### config.mk
export PLATFORM = sky130hd
export DESIGN_NAME = alu_sequencer
export DESIGN_NICKNAME = d
export VERILOG_FILES = /design/src/rtl/alu_sequencer.sv
export SDC_FILE = /design/constraint.sdc
export NUM_CORES = 1
export LEC_CHECK = 0
export ABC_CLOCK_PERIOD_IN_PS = 2650
export BUFFER_PORTS_ARGS = -buffer_cell sky130_fd_sc_hd__clkbuf_2
export CORE_AREA = 5 5 97 99
export DETAILED_ROUTE_END_ITERATION = 6
export DIE_AREA = 0 0 102 104
export GPL_TIMING_DRIVEN = 1
export PLACE_DENSITY = 0.85
export SLEW_MARGIN = 15
export SYNTH_ARGS = -nofsm -noshare
export SYNTH_HDL_FRONTEND = slang
export SYNTH_SLANG_ARGS = --single-unit
### constraint.sdc
create_clock -name clk -period 2.65 [get_ports clk]
set_input_delay 0.1325 -clock clk [delete_from_list [all_inputs] [get_ports clk]]
set_output_delay 0.1325 -clock clk [all_outputs]
set_load 0.02 [all_outputs]
### src/rtl/alu_sequencer.sv
// Four-state issue/writeback sequencer: accepts one decoded ALU instruction, reads its
// operands, drives the external ALU for one cycle and commits or traps the result.
module alu_sequencer #(
    parameter int BUS_WIDTH     = 32,
    parameter bit TRAP_OVERFLOW = 1'b1
) (
    input  logic                   clk,
    input  logic                   rst,
    input  logic                   instr_valid,
    output logic                   instr_ready,
    input  logic [4:0]             instr_op,
    input  logic                   instr_imm,
    input  logic [4:0]             instr_rs,
    input  logic [4:0]             instr_rt,
    input  logic [4:0]             instr_rd,
    input  logic [BUS_WIDTH/2-1:0] instr_imm16,
    output logic [4:0]             rf_raddr1,
    output logic [4:0]             rf_raddr2,
    input  logic [BUS_WIDTH-1:0]   rf_rdata1,
    input  logic [BUS_WIDTH-1:0]   rf_rdata2,
    output logic [BUS_WIDTH-1:0]   alu_in1,
    output logic [BUS_WIDTH-1:0]   alu_in2,
    output logic [4:0]             alu_op,
    output logic                   alu_imm,
    input  logic [BUS_WIDTH-1:0]   alu_out,
    input  logic                   alu_overflow,
    output logic                   rf_we,
    output logic [4:0]             rf_waddr,
    output logic [BUS_WIDTH-1:0]   rf_wdata,
    output logic                   exc_ovf,
    output logic                   exc_illegal,
    output logic                   busy,
    output logic [1:0]             state_dbg
);

    localparam int HW = BUS_WIDTH / 2;

    typedef enum logic [1:0] {IDLE = 2'd0, READ = 2'd1, EXEC = 2'd2, WB = 2'd3} state_t;

    state_t                state, state_next;
    logic [4:0]            op_q, rs_q, rt_q, rd_q;
    logic                  imm_q, ill_q, ovf_q;
    logic [HW-1:0]         imm16_q;
    logic [BUS_WIDTH-1:0]  res_q;
    logic                  is_addsub;

    // Handshake: an instruction transfers on a rising edge where instr_valid and
    // instr_ready are both high; instr_ready is high only in IDLE, so at most one
    // instruction is in flight and the decoder must hold its fields until then.
    assign is_addsub = (op_q == 5'h00) || (op_q == 5'h10);

    always_ff @(posedge clk) begin
        if (rst) begin
            state   <= IDLE;
            op_q    <= '0;
            rs_q    <= '0;
            rt_q    <= '0;
            rd_q    <= '0;
            imm_q   <= 1'b0;
            ill_q   <= 1'b0;
            imm16_q <= '0;
            res_q   <= '0;
            ovf_q   <= 1'b0;
        end else begin
            state <= state_next;
            if (state == IDLE && instr_valid) begin
                op_q    <= instr_op;
                imm_q   <= instr_imm;
                rs_q    <= instr_rs;
                rt_q    <= instr_rt;
                rd_q    <= instr_rd;
                imm16_q <= instr_imm16;
                ill_q   <= (instr_op > 5'h10);
            end
            if (state == EXEC) begin
                res_q <= alu_out;
                // The AND gate keeps an undefined overflow from non-add ops out of ovf_q.
                ovf_q <= is_addsub & alu_overflow;
            end
        end
    end

    always_comb begin
        state_next  = state;
        instr_ready = 1'b0;
        rf_raddr1   = '0;
        rf_raddr2   = '0;
        alu_in1     = '0;
        alu_in2     = '0;
        alu_op      = '0;
        alu_imm     = 1'b0;
        rf_we       = 1'b0;
        rf_waddr    = '0;
        rf_wdata    = '0;
        exc_ovf     = 1'b0;
        exc_illegal = 1'b0;
        unique case (state)
            IDLE: begin
                instr_ready = 1'b1;
                if (instr_valid) state_next = READ;
            end
            READ: begin
                rf_raddr1  = rs_q;
                rf_raddr2  = rt_q;
                state_next = EXEC;
            end
            EXEC: begin
                rf_raddr1  = rs_q;
                rf_raddr2  = rt_q;
                alu_in1    = rf_rdata1;
                alu_in2    = imm_q ? {{(BUS_WIDTH-HW){1'b0}}, imm16_q} : rf_rdata2;
                alu_op     = op_q;
                alu_imm    = imm_q;
                state_next = WB;
            end
            WB: begin
                if (ill_q) begin
                    exc_illegal = 1'b1;
                end else if (TRAP_OVERFLOW && ovf_q) begin
                    exc_ovf = 1'b1;
                end else if (rd_q != 5'd0) begin
                    rf_we    = 1'b1;
                    rf_waddr = rd_q;
                    rf_wdata = res_q;
                end
                state_next = IDLE;
            end
            default: state_next = IDLE;
        endcase
    end

    assign busy      = (state != IDLE);
    assign state_dbg = state;

endmodule

==> summary.txt <==
Status - completed
Maximum clock frequency - 0.459 GHz
RSZ-0062 raised after global routing - false
Post-Synth Adder-Cell Area - 1.03%
GRT overflow - 0
R2r endpoint - op_q[0]
Leakage power total - 2.61 nW
Final clock skew - 0.00896 ns
Finished Layout Cells - 801
Post-Syn Area - 0.00364 sq mm
GR Util met1 - 23.3%
# IOs - 261
Cells after DPL - 783
WP buf/inv - 1
Cell breakdown of the critical path - ha_1 > nor3b_2 > o21a_4 > and2_4 > clkbuf_2
Post-CTS Setup Bufs - 0
Die H - 104 microns
Cts bufs inserted - 9
Clock Path Buffers - 2
H-tree levels - 3
Clk_lat worst skew - 0.33 ns
Post-Synthesis Cells - 442
Ratio of cells with drive above 1 in the final layout - 42.9%
Slowest stage delay, CP - 0.42 ns
R2R depth - 6
TritonRoute pass-1 iters - 4
Via Count - 3791
Syn avg cell area - 8.24 sq um
WP depth - 5
Hold Fails Final Rpt - 0
Hold slack final - 0.0210 ns
Mux cell area share after synthesis - 13.2%
Compound-cell area share of the yosys netlist - 6.25%
Final Instance Area - 0.00523 sq mm
All-layer global routing usage - 20.9%
Core area - 0.00847 sq mm
Ys Warns - 0
Post-CTS Resized - 0
Critical Path RT - 2.52 ns
Post-DP Area - 0.00500 sq mm
Setup-failing EPs final - 0
Mapped Nets - 582
Initial antenna violation count - 0
Crit end category - output pin
Crit-path max FO - 33
Slew Limit Fails - 0
DRT Wirelength - 11.8 mm
Synth Area in Simple Gates - 34.8%
Hold Path Depth - 3
Post-synthesis xor/xnor area fraction - 0%
Async set-reset flop share out of synthesis - 0%
# hold bufs at CTS - 2
Gpl congestion - 0.805
PD cells - 819 mW/mm^2
Largest family of logic cells by synthesized area - simple AND/OR/NAND/NOR gates
DP Wirelength - 9.48 mm
Ys flop type - dfxtp_1
Slowest-stage cell, CP - dfxtp_1
Die X - 102 microns
Final core utilization - 61.8%
Worst hold path class - in -> reg
Worst-Margin Slew - 0.832 ns
Clock Sinks - 73
Met3 Resource Use GR - 5.57%
Pre-CTS WS - 0.797 ns
Peak supply drop - 0.495 mV
EDFF count, synth - 0
Antenna viol nets, final - 0
Seq cells post-synth - 73
Initial DRC count - 119
Overall power - 4.28 mW
Rows - 34
CTS tree - yes
Synth unique cells - 27
Largest net degree at the start of global routing - 52
Crit path launch - state_dbg[1]
Relative slew slack - 44.5%
Worst hold start - instr_imm16[13]
Synthesis-to-finish area growth - 43.6%
Top Usage Layer GRT - met2
Most numerous cell in the Yosys netlist - and2_1
Met2 usage - 37.8%
Routed WL per cell - 14.7 microns
Final WS setup - 0.472 ns
First-pass GRT wire length - 18.0 mm
Total negative slack - 0 ns
Nets - 828
Tmin final - 2.18 ns
Share of the synthesized area in the top cell type - 40.1%
Synth area leaders - dfxtp_1 (40%), and2_1 (16%), mux2i_1 (13%)
Worst R2R Start - state_dbg[0]
CP Class - reg -> out
Via density - 4.73
DR DRC count - 0
CP delay by family, top - simple AND/OR/NAND/NOR gates
CP endpoint - rf_wdata[19]
Top post-synthesis cells by count - and2_1 (91), nand2_1 (76), dfxtp_1 (73)
# Max-Cap Violations - 0
Clock transition at the registers of the reported paths - 0.08 ns
Setup crit start kind - flip-flop
Vias in the first global route - 3896
Die Footprint - 0.0106 sq mm
Seq/Total Area, Yosys - 40.1%
Initial core utilization - 43.0%
Period utilisation layout - 82.2%
Input/output buffers - 260
Area leader, netlist - dfxtp_1
Clock root cell - clkbuf_8
Worst R2R Setup Slack - 0.80 ns
Critical Path AT - 2.05 ns
ANT cells - 0
==> where the power goes <==
| part | leakage (nW) | internal [mW] | switching, mW | total (mW) |
|---|---|---|---|---|
| logic | 1.92 | 0.744 | 1.19 | 1.93 |
| clock network | 0.100 | 0.468 | 0.420 | 0.888 |
| registers | 0.596 | 1.32 | 0.137 | 1.46 |
| total | 2.61 | 2.54 | 1.75 | 4.28 |
==> logic make-up (layout without fill, tap and decap cells) <==
group	after synthesis	after routing
buf+inv	36	287
simple gates	239	239
compound gates	43	43
mux	48	48
flops	73	73
fa+ha+maj	3	3
==> area by class of cell <==
cell class                      count  area [sq um]
Timing Repair Buffer              268          1390
Tap cell                          108           135
Fill cell                         769          3240
Inverter                            3          11.3
Clock inverter                      5          63.8
Sequential cell                    73          1460
Multi-Input combinational cell    333          2020
Clock buffer                       11           141
==> tightest hold or removal path: stages <==
cell and delay [ns]:
clkbuf_2 0.08, nand2_1 0.05, a21oi_1 0.05
==> worst min path at each step <==
| stage | to | slack [ns] |
|---|---|---|
| after detailed placement | imm16_q[7] | 0.36 |
| after global routing | imm16_q[14] | 0.01 |
| after global placement | rt_q[0] | 0.36 |
| final | imm16_q[13] | 0.02 |
| after floorplan | op_q[4] | 0.27 |
| after CTS | rd_q[1] | 0.005 |
==> layout by cell type, fill, tap and decap left out, drive strengths merged, types with 2 or more instances in the layout <==
cell,instances
dlygate4sd3,2
buf,6
mux2i,48
clkbuf,271
dfxtp,73
inv,4
and2,103
nor2,34
o21ai,2
nor2b,17
clkinv,2
a21oi,39
ha,3
or4,2
nand2,76
==> registers in the layout (all words and copies together) (netlist names) <==
name	flops
imm16_q	16
rs_q	5
ovf_q	1
rd_q	5
res_q	32
imm_q	1
op_q	5
rt_q	5
ill_q	1
state_dbg	2
==> routing by layer <==
metal / up-vias / wire (microns) / share of wire (%)
met5: - / 0 / 0
met4: 0 / 221 / 1.9
met2: 164 / 6020 / 51
li1: 1901 / - / -
met3: 21 / 1060 / 9.0
met1: 1705 / 4470 / 38
(Power assumes the default switching activity.)
